`config.mk`:
```
export PLATFORM = sky130hd
export DESIGN_NAME = wb_intercon_arb
export DESIGN_NICKNAME = d
export VERILOG_FILES = /design/src/rtl/wb_intercon_pkg.sv /design/src/rtl/wb_intercon_arb_arbiter.sv /design/src/rtl/wb_intercon_arb.sv
export SDC_FILE = /design/constraint.sdc
export NUM_CORES = 1
export LEC_CHECK = 0
export ABC_AREA = 1
export BUFFER_PORTS_ARGS = -buffer_cell sky130_fd_sc_hd__buf_4
export CAP_MARGIN = 0
export CORE_AREA = 5 5 126 128
export DETAILED_ROUTE_END_ITERATION = 12
export DIE_AREA = 0 0 131 133
export MAX_ROUTING_LAYER = met4
export PLACE_DENSITY = 0.47
export SLEW_MARGIN = 10
export SYNTH_ARGS = -nofsm -noshare
export SYNTH_HDL_FRONTEND = slang
export SYNTH_SLANG_ARGS = --single-unit
```
`constraint.sdc`:
```
create_clock -name wb_clk_i -period 2.9 [get_ports wb_clk_i]
set_clock_uncertainty 0.05 [all_clocks]
set_input_delay 0.435 -clock wb_clk_i [delete_from_list [all_inputs] [get_ports wb_clk_i]]
set_output_delay 0.435 -clock wb_clk_i [all_outputs]
set_load 0.02 [all_outputs]
```
`src/rtl/wb_intercon_pkg.sv`:
```
// rtl/wb_intercon_pkg.sv - shared widths, grant states and burst tags for the CPU wishbone interconnect
package wb_intercon_pkg;

  localparam int unsigned WB_AW = 32;
  localparam int unsigned WB_DW = 32;

  // Which master currently owns the memory slave
  typedef enum logic [1:0] {
    IDLE  = 2'd0,
    GNT_I = 2'd1,
    GNT_D = 2'd2
  } grant_state_e;

  // Cycle type identifiers
  localparam logic [2:0] CLASSIC = 3'b000;
  localparam logic [2:0] INCR    = 3'b010;
  localparam logic [2:0] EOB     = 3'b111;

endpackage

```
`src/rtl/wb_intercon_arb_arbiter.sv`:
```
// rtl/wb_intercon_arb_arbiter.sv - cycle-locked two-master grant FSM (wb_arbiter_2)
module wb_arbiter_2
  import wb_intercon_pkg::*;
(
  input  logic       clk_i,
  input  logic       rst_ni,
  input  logic       cyc_i_i,
  input  logic       cyc_d_i,
  output logic [1:0] gnt_o,
  output logic       gnt_chg_o
);

  grant_state_e state_q, state_d;

  // Grant register; reset drops ownership immediately
  always_ff @(posedge clk_i or negedge rst_ni) begin
    if (!rst_ni) state_q <= IDLE;
    else         state_q <= state_d;
  end

  // Owner keeps the bus while its cyc is high; on release the other master gets it, data wins from idle
  always_comb begin
    state_d = state_q;
    case (state_q)
      IDLE: begin
        if (cyc_d_i)      state_d = GNT_D;
        else if (cyc_i_i) state_d = GNT_I;
      end
      GNT_I: begin
        if (!cyc_i_i) state_d = cyc_d_i ? GNT_D : IDLE;
      end
      GNT_D: begin
        if (!cyc_d_i) state_d = cyc_i_i ? GNT_I : IDLE;
      end
      default: state_d = IDLE;
    endcase
  end

  // Bit 0 = instruction master, bit 1 = data master
  assign gnt_o     = {state_q == GNT_D, state_q == GNT_I};
  assign gnt_chg_o = (state_d != state_q);

endmodule

```
`src/rtl/wb_intercon_arb.sv`:
```
// rtl/wb_intercon_arb.sv - OR1200 I/D masters to main memory interconnect; WB_INTERCON_ADDR_CHECK_EN enables window decode
module wb_intercon_arb
  import wb_intercon_pkg::*;
#(
  parameter logic [WB_AW-1:0] MEM_BASE = 32'h0000_0000,
  parameter logic [WB_AW-1:0] MEM_SIZE = 32'h0080_0000
) (
  input  logic             wb_clk_i,
  input  logic             wb_rst_i,
  input  logic [WB_AW-1:0] wb_or1200_i_adr_i,
  input  logic [WB_DW-1:0] wb_or1200_i_dat_i,
  input  logic [3:0]       wb_or1200_i_sel_i,
  input  logic             wb_or1200_i_we_i,
  input  logic             wb_or1200_i_cyc_i,
  input  logic             wb_or1200_i_stb_i,
  input  logic [2:0]       wb_or1200_i_cti_i,
  input  logic [1:0]       wb_or1200_i_bte_i,
  output logic [WB_DW-1:0] wb_or1200_i_dat_o,
  output logic             wb_or1200_i_ack_o,
  output logic             wb_or1200_i_err_o,
  output logic             wb_or1200_i_rty_o,
  input  logic [WB_AW-1:0] wb_or1200_d_adr_i,
  input  logic [WB_DW-1:0] wb_or1200_d_dat_i,
  input  logic [3:0]       wb_or1200_d_sel_i,
  input  logic             wb_or1200_d_we_i,
  input  logic             wb_or1200_d_cyc_i,
  input  logic             wb_or1200_d_stb_i,
  input  logic [2:0]       wb_or1200_d_cti_i,
  input  logic [1:0]       wb_or1200_d_bte_i,
  output logic [WB_DW-1:0] wb_or1200_d_dat_o,
  output logic             wb_or1200_d_ack_o,
  output logic             wb_or1200_d_err_o,
  output logic             wb_or1200_d_rty_o,
  output logic [WB_AW-1:0] wb_mem_adr_o,
  output logic [WB_DW-1:0] wb_mem_dat_o,
  output logic [3:0]       wb_mem_sel_o,
  output logic             wb_mem_we_o,
  output logic             wb_mem_cyc_o,
  output logic             wb_mem_stb_o,
  output logic [2:0]       wb_mem_cti_o,
  output logic [1:0]       wb_mem_bte_o,
  input  logic [WB_DW-1:0] wb_mem_dat_i,
  input  logic             wb_mem_ack_i,
  input  logic             wb_mem_err_i,
  input  logic             wb_mem_rty_i
);

  logic [1:0]       gnt;
  logic             gnt_chg;
  logic [WB_AW-1:0] own_adr;
  logic [WB_DW-1:0] own_dat;
  logic [3:0]       own_sel;
  logic             own_we, own_cyc, own_stb;
  logic [2:0]       own_cti;
  logic [1:0]       own_bte;
  logic             hit;
  logic             loc_err;

  wb_arbiter_2 u_arb (
    .clk_i     (wb_clk_i),
    .rst_ni    (wb_rst_i),
    .cyc_i_i   (wb_or1200_i_cyc_i),
    .cyc_d_i   (wb_or1200_d_cyc_i),
    .gnt_o     (gnt),
    .gnt_chg_o (gnt_chg)
  );

  // Select the owner's request; with no owner everything toward memory is zero
  always_comb begin
    own_adr = '0;
    own_dat = '0;
    own_sel = '0;
    own_we  = 1'b0;
    own_cyc = 1'b0;
    own_stb = 1'b0;
    own_cti = CLASSIC;
    own_bte = '0;
    if (gnt[1]) begin
      own_adr = wb_or1200_d_adr_i;
      own_dat = wb_or1200_d_dat_i;
      own_sel = wb_or1200_d_sel_i;
      own_we  = wb_or1200_d_we_i;
      own_cyc = wb_or1200_d_cyc_i;
      own_stb = wb_or1200_d_stb_i;
      own_cti = wb_or1200_d_cti_i;
      own_bte = wb_or1200_d_bte_i;
    end else if (gnt[0]) begin
      own_adr = wb_or1200_i_adr_i;
      own_dat = wb_or1200_i_dat_i;
      own_sel = wb_or1200_i_sel_i;
      own_we  = wb_or1200_i_we_i;
      own_cyc = wb_or1200_i_cyc_i;
      own_stb = wb_or1200_i_stb_i;
      own_cti = wb_or1200_i_cti_i;
      own_bte = wb_or1200_i_bte_i;
    end
  end

`ifdef WB_INTERCON_ADDR_CHECK_EN
  logic [WB_AW-1:0] offset;
  logic             err_r_q, err_r_d;

  // Unsigned offset from the base: addresses below the base wrap to huge values and miss
  assign offset  = own_adr - MEM_BASE;
  assign hit     = (offset < MEM_SIZE);
  assign loc_err = err_r_q;

  // One-cycle error pulse for a strobe outside the window; never carried across an ownership change
  always_comb begin
    err_r_d = 1'b0;
    if (!gnt_chg) err_r_d = own_cyc & own_stb & ~hit & ~err_r_q;
  end

  // Local error register
  always_ff @(posedge wb_clk_i or negedge wb_rst_i) begin
    if (!wb_rst_i) err_r_q <= 1'b0;
    else           err_r_q <= err_r_d;
  end
`else
  logic unused_cfg;

  assign hit        = 1'b1;
  assign loc_err    = 1'b0;
  assign unused_cfg = ^{MEM_BASE, MEM_SIZE, gnt_chg};
`endif

  assign wb_mem_adr_o = own_adr;
  assign wb_mem_dat_o = own_dat;
  assign wb_mem_sel_o = own_sel;
  assign wb_mem_we_o  = own_we;
  assign wb_mem_cyc_o = own_cyc & hit;
  assign wb_mem_stb_o = own_stb & hit;
  assign wb_mem_cti_o = own_cti;
  assign wb_mem_bte_o = own_bte;

  // Read data goes to both masters; terminations only to the owner
  assign wb_or1200_i_dat_o = wb_mem_dat_i;
  assign wb_or1200_d_dat_o = wb_mem_dat_i;
  assign wb_or1200_i_ack_o = gnt[0] & wb_mem_ack_i;
  assign wb_or1200_i_err_o = gnt[0] & (wb_mem_err_i | loc_err);
  assign wb_or1200_i_rty_o = gnt[0] & wb_mem_rty_i;
  assign wb_or1200_d_ack_o = gnt[1] & wb_mem_ack_i;
  assign wb_or1200_d_err_o = gnt[1] & (wb_mem_err_i | loc_err);
  assign wb_or1200_d_rty_o = gnt[1] & wb_mem_rty_i;

endmodule

```
==> run metrics, run 1 <==
run status=finished clean; beginning of the critical path=u_arb.state_q[1]$_DFFE_PN0P_; global router's overall resource usage=8.403%; Routed Antenna Nets=0; Layout area overhead=98.18%; clock buffers created by TritonCTS=3; gr ovfl total=0; maximum resistive drop on vdd=between 0.15 and 0.2 mV; fraction of layout cells with a size suffix above 1=around half; CP Capture Type=output pin; Placer Congestion=approximately 0.72; count of buffers from port buffering=approximately 240; leading post-synthesis cells by cell area=sky130_fd_sc_hd__nand2_1 (55%), sky130_fd_sc_hd__buf_4 (35%), sky130_fd_sc_hd__dfrtp_1 (3.2%), sky130_fd_sc_hd__buf_2 (1.9%), sky130_fd_sc_hd__inv_1 (1.7%); count of buffers added by post-CTS timing repair for setup=0; clock tree root buffer cell=sky130_fd_sc_hd__clkbuf_16; number of antenna violations at the first check in global routing=0; flip-flop count of the largest register, all copies and words added=2; post-synthesis cell count=331; hold violation count in the final report=0; RSZ-0062 raised after global routing=no; leakage power figure=a little under 0.002 uW; detailed-route wire length per cell=11.68 um; cell type contributing the most total cell area after synthesis=sky130_fd_sc_hd__nand2_1; first-pass iteration count of the detailed router=4; cell with the largest stage delay on the worst path=sky130_fd_sc_hd__buf_4; share of the synthesized area in the top cell type=54.74%; ordered list of cells on the worst path=inv_1 -> nor2_4 -> buf_4 -> inv_1 -> nor2_1 -> buf_4; number of H-tree branching levels=1; number of buffer and inverter stages on the critical path=4; distinct cell type count of the synthesized netlist=10; wire length of the first global-routing pass=11510 um; Worst Path Arrival=between 1.5 and 2 ns; delay of the slowest cell on the worst path=roughly 0.39 ns; element type at the critical path start=flip-flop; worst slew slack as a fraction of its limit=a little over two thirds; TritonCTS clock tree=built; sequential element share of the synthesized area=~3.2%; Final Routed Wirelength=around 8000 um; register bit count reported by yosys=2; smallest hold slack=~0.44 ns; worst reg2reg path startpoint=u_arb.state_q[1]$_DFFE_PN0P_; biggest regs=u_arb.state_q (2); area of the die=17420 sq um; pin count of the biggest net entering global routing=44; worst-margin pin slew=roughly 0.44 ns; net count after synthesis=520; count of yosys warnings during synthesis=0; die boundary width=131 um; final total negative setup slack=0 ns; pwr dens=about 270 nW/um^2; Remaining DRCs=0; logic depth of the worst register-to-register path=3; max-slew violation count=0; Setup CP Type=reg2out; average footprint of a synthesized cell=around 4.8 sq um; Iteration-0 DRC Markers=between 60 and 70; worst reg2reg path endpoint=u_arb.state_q[0]$_DFFE_PN0P_; critical path endpoint=wb_or1200_d_err_o; sinks on the clock net=2; area of combinational cells with multiple inputs=between 900 and 1000 sq um; final critical delay including setup and external delays=roughly 2.1 ns; final worst-path cycle share=between 70% and 80%; number of violations of the max-capacitance limit=0; net total in the final layout=688; via count of the first global-routing pass=approximately 2400; antenna diode count=0; register bank with the most flops=u_arb.state_q; standard cell core area=14750 sq um; Resize count post-CTS=0; Finish-stage setup viols=0; clock buffer depth=2; Final Cell Area=roughly 3100 sq um; maximum fanout count along the critical path=43; estimated wirelength of the detail-placed design=slightly below 7000 um; cell count along the critical path=6; Boundary Pins=between 300 and 400; class of the tightest hold or removal check=in2reg; footprint of the flip-flops and latches=about 50 sq um; initial core utilization=10.74%; CP Data Required Time=roughly 2.4 ns; cell family with the largest share of critical-path delay=buffers and inverters; count of filler cells inserted in the layout=about 1700; Syn Std Cell Area=roughly 1600 sq um; Site Rows=45; setup slack of the most critical reg-to-reg path=roughly 1.8 ns; vias after detailed routing=approximately 2400; overall power consumption=roughly 850 uW; CTS clock-pin slew for the worst setup and hold paths=around 0.03 ns; maximum clock frequency=474.2 MHz; per-cell via count in the routed design=around 3.5; die outline height=about 130 um; dpl cell area=3054 sq um; clock latency on the worst-skew pair=roughly 0.22 ns
==> how the worst min path moves through the flow <==
stage               cells after the start                           end               from  slack [ns]
floorplan                               0  u_arb.state_q[0]$_DFFE_PN0P_           wb_rst_i        0.09
global placement                        1  u_arb.state_q[1]$_DFFE_PN0P_           wb_rst_i        0.17
detailed placement                      1  u_arb.state_q[1]$_DFFE_PN0P_           wb_rst_i        0.17
CTS                                     3  u_arb.state_q[1]$_DFFE_PN0P_  wb_or1200_d_cyc_i        0.44
global route                            3  u_arb.state_q[0]$_DFFE_PN0P_  wb_or1200_i_cyc_i        0.45
finish                                  3  u_arb.state_q[1]$_DFFE_PN0P_  wb_or1200_d_cyc_i        0.44
==> through the flow <==
stage          utilization (%)  setup WS [ns]  instances
4_1_cts                  21.28         0.7731        685
5_1_grt                  21.28         0.6918        685
2_1_floorplan                -          1.347        331
3_5_place_dp             20.70          1.007        681
6_report                 21.28         0.7913        685
3_3_place_gp             20.70          1.023        681
==> synth_stat cells (all sizes together) <==
cell and count:
clkbuf 1, a21oi 2, nand2 231, inv 8, nor2 8, dfrtp 2, buf 79
==> what timing repair did <==
item	in CTS	in global routing
hold endpoints to repair	2	0
setup endpoints to repair	0	0
hold buffers	1	0
==> final cells by class <==
cell class	instances	share of cell area (%)
timing repair buffer	243	58.19
multi-input combinational	241	29.37
sequential	2	1.594
clock buffer	3	2.391
tap	188	7.493
inverter	8	0.9566
==> logic make-up after synthesis <==
kind of cell | after synthesis | share of synthesized area, %
AO/OA/AOI/OAI | 2 | 0.6319
buffers and inverters | 88 | 38.63
flip-flops | 2 | 3.160
AND/OR/NAND/NOR | 239 | 57.58
==> cell usage in the layout, fill, tap and decap left out <==
cell and instances:
sky130_fd_sc_hd__clkbuf_16 3, sky130_fd_sc_hd__nor2_4 2, sky130_fd_sc_hd__a21oi_1 2, sky130_fd_sc_hd__dlygate4sd3_1 1, sky130_fd_sc_hd__nor2_1 6, sky130_fd_sc_hd__inv_1 7
sky130_fd_sc_hd__inv_2 1, sky130_fd_sc_hd__nand2_1 231, sky130_fd_sc_hd__buf_4 242, sky130_fd_sc_hd__dfrtp_1 2
==> where the power goes <==
| part | switching, uW | leakage [uW] | total (uW) | internal [uW] |
|---|---|---|---|---|
| Sequential | 2.69 | 0.0000250 | 33.0 | 30.3 |
| Combinational | 310 | 0.00190 | 609 | 299 |
| Clock | 31.4 | 0.0000370 | 207 | 175 |
==> worst register-to-register path, stage by stage (launching register included) <==
cell and delay, ns:
sky130_fd_sc_hd__dfrtp_1 0.39, sky130_fd_sc_hd__inv_1 0.14, sky130_fd_sc_hd__nand2_1 0.19, sky130_fd_sc_hd__a21oi_1 0.21
==> per-layer routing <==
layer  vias up  GRT usage, %  part of all wire, %
li1       1240             -                    -
met1       951         8.669                   35
met2       161         14.39                   50
met3        29         2.019                   11
met4         0         4.686                  4.0
met5         -             -                    0
(Power assumes the default switching activity.)
==> run 2: changes to the inputs <==
CORE_AREA = 5 5 127 129   (was 5 5 126 128)
DIE_AREA = 0 0 132 134   (was 0 0 131 133)
PLACE_DENSITY = 0.46   (was 0.47)
clock period = 2.2 ns   (was 2.9 ns; I/O delays follow)
==> run metrics, run 2 (synthesis gave the netlist of run 1 again) <==
sinks on the clock net=2 (unchanged); via count of the first global-routing pass=2402 (+2.0%); pin count of the biggest net entering global routing=42 (-4.5%); pwr dens=355.6 nW/um^2 (+32%); dpl cell area=3079 sq um (+0.82%); final worst-path cycle share=between 80% and 90%; element type at the critical path start=flip-flop; CP Data Required Time=1.82 ns (-0.59 ns); Placer Congestion=0.7514 (+4.1%); max-slew violation count=0 (unchanged); first-pass iteration count of the detailed router=3 (-1); final critical delay including setup and external delays=1.905 ns; worst slew slack as a fraction of its limit=75.60% (+4.9 points); Finish-stage setup viols=0 (unchanged); Iteration-0 DRC Markers=54 (-14%); TritonCTS clock tree=built; smallest hold slack=0.3316 ns (-0.1117 ns); fraction of layout cells with a size suffix above 1=49.90% (unchanged); global router's overall resource usage=8.233% (-0.17 points); Setup CP Type=reg2out; Boundary Pins=335 (unchanged); cell family with the largest share of critical-path delay=buffers and inverters; leakage power figure=0.001971 uW (+0.36%); gr ovfl total=0 (unchanged); number of buffer and inverter stages on the critical path=3 (-1); commonest non-fill, non-tap cells in the layout=sky130_fd_sc_hd__buf_4 (240), sky130_fd_sc_hd__nand2_1 (231), sky130_fd_sc_hd__inv_1 (7); standard cell core area=14920 sq um (+1.1%); die boundary width=132 um (+0.76%); Placed Cells=681 (unchanged); biggest regs=u_arb.state_q (2); number of violations of the max-capacitance limit=0 (unchanged); number of antenna violations at the first check in global routing=0 (unchanged); maximum resistive drop on vdd=0.1622 mV (-1.8%); most common library cell in the layout ignoring fill and taps=sky130_fd_sc_hd__buf_4; footprint of the flip-flops and latches=50.05 sq um (unchanged); flip-flop count of the largest register, all copies and words added=2 (unchanged); maximum fanout count along the critical path=36 (-16%); Routed Antenna Nets=0 (unchanged); worst reg2reg path endpoint=u_arb.state_q[0]$_DFFE_PN0P_; net total in the final layout=688 (unchanged); worst-margin pin slew=0.3660 ns (-0.07335 ns); detailed-route wire length per cell=11.66 um (-0.13%); ordered list of cells on the worst path=inv_2 -> nor2_4 -> buf_4 -> nand2_1 -> nand2_1 -> buf_4; register bank with the most flops=u_arb.state_q; count of buffers from port buffering=238 (unchanged); Resize count post-CTS=0 (unchanged); hold violation count in the final report=0 (unchanged); die outline height=134 um (+0.75%); count of placed standard cells in the final layout, fillers left out=685 (unchanged); Final Cell Area=3164 sq um (+0.80%); count of buffers added by post-CTS timing repair for setup=0 (unchanged); clock latency on the worst-skew pair=0.22 ns (about the same); CTS clock-pin slew for the worst setup and hold paths=0.03 ns (about the same); RSZ-0062 raised after global routing=no; clock buffers created by TritonCTS=3 (unchanged); Min-Delay Path Depth=3 (unchanged); cell with the largest stage delay on the worst path=sky130_fd_sc_hd__dfrtp_1; per-cell via count in the routed design=3.495 (+0.55%); number of buffers added to fix hold violations after cts=1 (unchanged); clock tree root buffer cell=sky130_fd_sc_hd__clkbuf_16; Layout area overhead=99.76%; Final Routed Wirelength=7990 um (-0.13%); clock buffer depth=2 (unchanged); class of the tightest hold or removal check=in2reg; number of H-tree branching levels=1 (unchanged); logic depth of the worst register-to-register path=3 (unchanged); area of the die=17690 sq um (+1.5%); estimated wirelength of the detail-placed design=6899 um (+0.62%); Worst Path Arrival=1.52 ns (-0.10 ns); CP Capture Type=output pin; vias after detailed routing=2394 (+0.55%); Remaining DRCs=0 (unchanged); initial core utilization=10.62% (-0.12 points); final total negative setup slack=0 ns (unchanged); sink of the worst hold path=u_arb.state_q[0]$_DFFE_PN0P_; area of combinational cells with multiple inputs=922.1 sq um (unchanged); hold path startpoint=wb_or1200_i_cyc_i; count of filler cells inserted in the layout=1722 (-1.4%); maximum clock frequency=roughly 520 MHz; delay of the slowest cell on the worst path=0.43 ns (+0.04 ns); run status=finished clean; antenna diode count=0 (unchanged); Site Rows=45 (unchanged); worst reg2reg path startpoint=u_arb.state_q[1]$_DFFE_PN0P_; wire length of the first global-routing pass=11870 um (+3.2%); setup slack of the most critical reg-to-reg path=1.17 ns (-0.66 ns)
[run 2: cell counts in the layout (fill, tap and decap cells not counted)]
Identical to the previous run, type by type.
[run 2: worst max path at each step]
stage / cells after the start / from / slack [ns] / endpoint
global route: 6 / u_arb.state_q[0]$_DFFE_PN0P_ / 0.16 / wb_mem_adr_o[5]
floorplan: 6 / u_arb.state_q[0]$_DFFE_PN0P_ / 0.75 / wb_mem_adr_o[28]
finish: 6 / u_arb.state_q[0]$_DFFE_PN0P_ / 0.30 / wb_mem_adr_o[11]
global placement: 6 / u_arb.state_q[0]$_DFFE_PN0P_ / 0.51 / wb_mem_adr_o[11]
CTS: 6 / u_arb.state_q[0]$_DFFE_PN0P_ / 0.27 / wb_mem_adr_o[11]
detailed placement: 6 / u_arb.state_q[0]$_DFFE_PN0P_ / 0.50 / wb_mem_adr_o[11]
[run 2: power by group]
group / internal (uW) / switching (uW) / leakage [uW]
sequential: 39.9 / 3.68 / 0.0000250
clock: 231 / 41.9 / 0.0000370
combinational: 401 / 407 / 0.00191
[run 2: layout make-up]
class | count | share of cell area (%)
Multi-Input combinational cell | 241 | 29.14
Clock buffer | 3 | 2.372
Timing Repair Buffer | 243 | 58.52
Inverter | 8 | 0.9490
Tap cell | 188 | 7.434
Sequential cell | 2 | 1.582
[run 2: metrics by stage]
| step | total power (uW) | utilization, % | setup WS (ns) |
|---|---|---|---|
| 2_1_floorplan | 572.6 | - | 0.7517 |
| 3_3_place_gp | 868.9 | 20.64 | 0.5099 |
| 3_5_place_dp | 864.8 | 20.64 | 0.5029 |
| 4_1_cts | 1147 | 21.21 | 0.2710 |
| 5_1_grt | 1205 | 21.21 | 0.1590 |
| 6_report | 1125 | 21.21 | 0.2951 |
[run 2: per-layer routing]
metal | wire (um) | global-route usage [%] | part of all wire (%) | vias to the layer above
met5 | 0 | - | 0 | -
met1 | 2801 | 8.478 | 35 | 977
li1 | - | - | - | 1241
met4 | 205 | 2.743 | 2.6 | 0
met3 | 948 | 3.038 | 12 | 26
met2 | 4034 | 14.51 | 50 | 150
[run 2: worst min-delay path: stages]
cell and delay (ns):
sky130_fd_sc_hd__buf_4 0.11, sky130_fd_sc_hd__inv_1 0.07, sky130_fd_sc_hd__a21oi_1 0.04
==> run 3: changes to the inputs <==
RECOVER_POWER = 100   (was not set)
==> run metrics, run 3 (synthesis gave the netlist of run 1 again) <==
hold path startpoint=wb_or1200_i_cyc_i; maximum fanout count along the critical path=36 (unchanged); clock tree root buffer cell=sky130_fd_sc_hd__clkbuf_16; register bank with the most flops=u_arb.state_q; worst reg2reg path endpoint=u_arb.state_q[0]$_DFFE_PN0P_; gr ovfl total=0 (unchanged); cell with the largest stage delay on the worst path=sky130_fd_sc_hd__dfrtp_1; maximum resistive drop on vdd=0.1515 mV (-6.6%); Resize count post-CTS=0 (unchanged); number of violations of the max-capacitance limit=0 (unchanged); worst reg2reg path startpoint=u_arb.state_q[1]$_DFFE_PN0P_; CTS clock-pin slew for the worst setup and hold paths=0.03 ns (about the same); Most common cell on crit path=sky130_fd_sc_hd__nand2_1; ordered list of cells on the worst path=inv_1 -> nor2_4 -> buf_4 -> nand2_1 -> nand2_1 -> clkbuf_2; Boundary Pins=335 (unchanged); overall power consumption=1065 uW (-5.4%); antenna diode count=0 (unchanged); Layout area overhead=89.02%; worst slew slack as a fraction of its limit=75.49% (-0.11 points); pin count of the biggest net entering global routing=42 (unchanged); die outline height=134 um (unchanged); vias after detailed routing=2395 (+0.042%); Worst Path Arrival=1.56 ns (+0.04 ns); setup slack of the most critical reg-to-reg path=1.18 ns (about the same); fraction of met1 tracks used by global routing=8.478% (unchanged); final total negative setup slack=0 ns (unchanged); count of buffers added by post-CTS timing repair for setup=0 (unchanged); detailed-route wire length per cell=11.61 um (-0.49%); number of H-tree branching levels=1 (unchanged); via count of the first global-routing pass=2402 (unchanged); initial core utilization=10.62% (unchanged); standard cell core area=14920 sq um (unchanged); CP Data Required Time=1.82 ns (about the same); Routed Antenna Nets=0 (unchanged); Placed Cells=681 (unchanged); Final Routed Wirelength=7951 um (-0.49%); Iteration-0 DRC Markers=60 (+11%); number of buffer and inverter stages on the critical path=3 (unchanged); count of buffers from port buffering=238 (unchanged); area of combinational cells with multiple inputs=922.1 sq um (unchanged); run status=finished clean; final worst-path cycle share=88.18% (+1.6 points); area of the die=17690 sq um (unchanged); met2 global-route usage=14.51% (unchanged); number of antenna violations at the first check in global routing=0 (unchanged); Min-Delay Path Depth=3 (unchanged); smallest hold slack=0.3303 ns (-0.001396 ns); net total in the final layout=688 (unchanged); class of the tightest hold or removal check=in2reg; RSZ-0062 raised after global routing=no; flip-flop count of the largest register, all copies and words added=2 (unchanged); footprint of the flip-flops and latches=50.05 sq um (unchanged); per-cell via count in the routed design=3.496 (about the same); cell family with the largest share of critical-path delay=buffers and inverters; Site Rows=45 (unchanged); die boundary width=132 um (unchanged); sinks on the clock net=2 (unchanged); logic depth of the worst register-to-register path=3 (unchanged); number of buffers added to fix hold violations after cts=1 (unchanged); Remaining DRCs=0 (unchanged); count of filler cells inserted in the layout=1768 (+2.7%); Finish-stage setup viols=0 (unchanged); wire length of the first global-routing pass=11870 um (unchanged); estimated wirelength of the detail-placed design=6899 um (unchanged); max-slew violation count=0 (unchanged); global router's overall resource usage=8.233% (unchanged); Setup CP Type=reg2out; worst-margin pin slew=0.3676 ns (+0.001585 ns); sink of the worst hold path=u_arb.state_q[0]$_DFFE_PN0P_; most common library cell in the layout ignoring fill and taps=sky130_fd_sc_hd__nand2_1; CP Capture Type=output pin; Placer Congestion=0.7514 (unchanged); delay of the slowest cell on the worst path=0.41 ns (-0.02 ns); clock latency on the worst-skew pair=0.22 ns (about the same); first-pass iteration count of the detailed router=4 (+1); TritonCTS clock tree=built; count of placed standard cells in the final layout, fillers left out=685 (unchanged); maximum clock frequency=515.5 MHz (-1.8%); global route hottest layer=met2; final critical delay including setup and external delays=1.940 ns (+0.03511 ns); leakage power figure=0.001799 uW (-8.7%); element type at the critical path start=flip-flop; fraction of layout cells with a size suffix above 1=41.25% (-8.7 points); clock buffers created by TritonCTS=3 (unchanged); pwr dens=355.6 nW/um^2 (about the same); commonest non-fill, non-tap cells in the layout=sky130_fd_sc_hd__nand2_1 (231), sky130_fd_sc_hd__buf_4 (193), sky130_fd_sc_hd__clkbuf_1 (42); biggest regs=u_arb.state_q (2); clock buffer depth=2 (unchanged); hold violation count in the final report=0 (unchanged); met3 Usage GRT=3.038% (unchanged)
[run 3: report_power, final]
| group | internal (uW) | switching (uW) | total [uW] |
|---|---|---|---|
| Clock | 231 | 42.9 | 274 |
| Sequential | 39.9 | 3.41 | 43.3 |
| Combinational | 342 | 406 | 747 |
| Total | 613 | 452 | 1060 |
[run 3: how the worst max path moves through the flow]
stage	startpoint	endpoint	slack, ns	depth (start not counted)
2_1_floorplan	u_arb.state_q[0]$_DFFE_PN0P_	wb_mem_adr_o[28]	0.75	6
5_1_grt	u_arb.state_q[0]$_DFFE_PN0P_	wb_mem_adr_o[5]	0.1	6
3_5_place_dp	u_arb.state_q[0]$_DFFE_PN0P_	wb_mem_adr_o[11]	0.50	6
3_3_place_gp	u_arb.state_q[0]$_DFFE_PN0P_	wb_mem_adr_o[11]	0.51	6
4_1_cts	u_arb.state_q[0]$_DFFE_PN0P_	wb_mem_adr_o[11]	0.27	6
6_report	u_arb.state_q[0]$_DFFE_PN0P_	wb_mem_adr_o[28]	0.26	6
[run 3: layout make-up]
type	instances	area share [%]
flip-flops and latches	2	1.672
multi-input cells	241	30.80
well taps	188	7.856
inverters	8	1.003
clock buffers	3	2.507
repair buffers	243	56.16
[run 3: per-stage QoR]
stage                     instance area (sq um)  utilization (%)  setup slack [ns]
final                                      2994            20.07            0.2600
after global routing                       2994            20.07           0.09646
after CTS                                  3164            21.21            0.2710
after detailed placement                   3079            20.64            0.5029
after global placement                     3079            20.64            0.5099
after floorplan                            1584                -            0.7517
[run 3: worst reg2reg max path: stages, from the launching register on]
cell and delay (ns):
sky130_fd_sc_hd__dfrtp_1 0.39, sky130_fd_sc_hd__inv_1 0.14, sky130_fd_sc_hd__nand2_1 0.18, sky130_fd_sc_hd__a21oi_1 0.19
[run 3: layer usage]
| metal | up-vias | part of all wire [%] | wire length, um |
|---|---|---|---|
| li1 | 1242 | - | - |
| met1 | 977 | 35 | 2756 |
| met2 | 150 | 51 | 4021 |
| met3 | 26 | 12 | 971 |
| met4 | 0 | 2.5 | 202 |
| met5 | - | 0 | 0 |
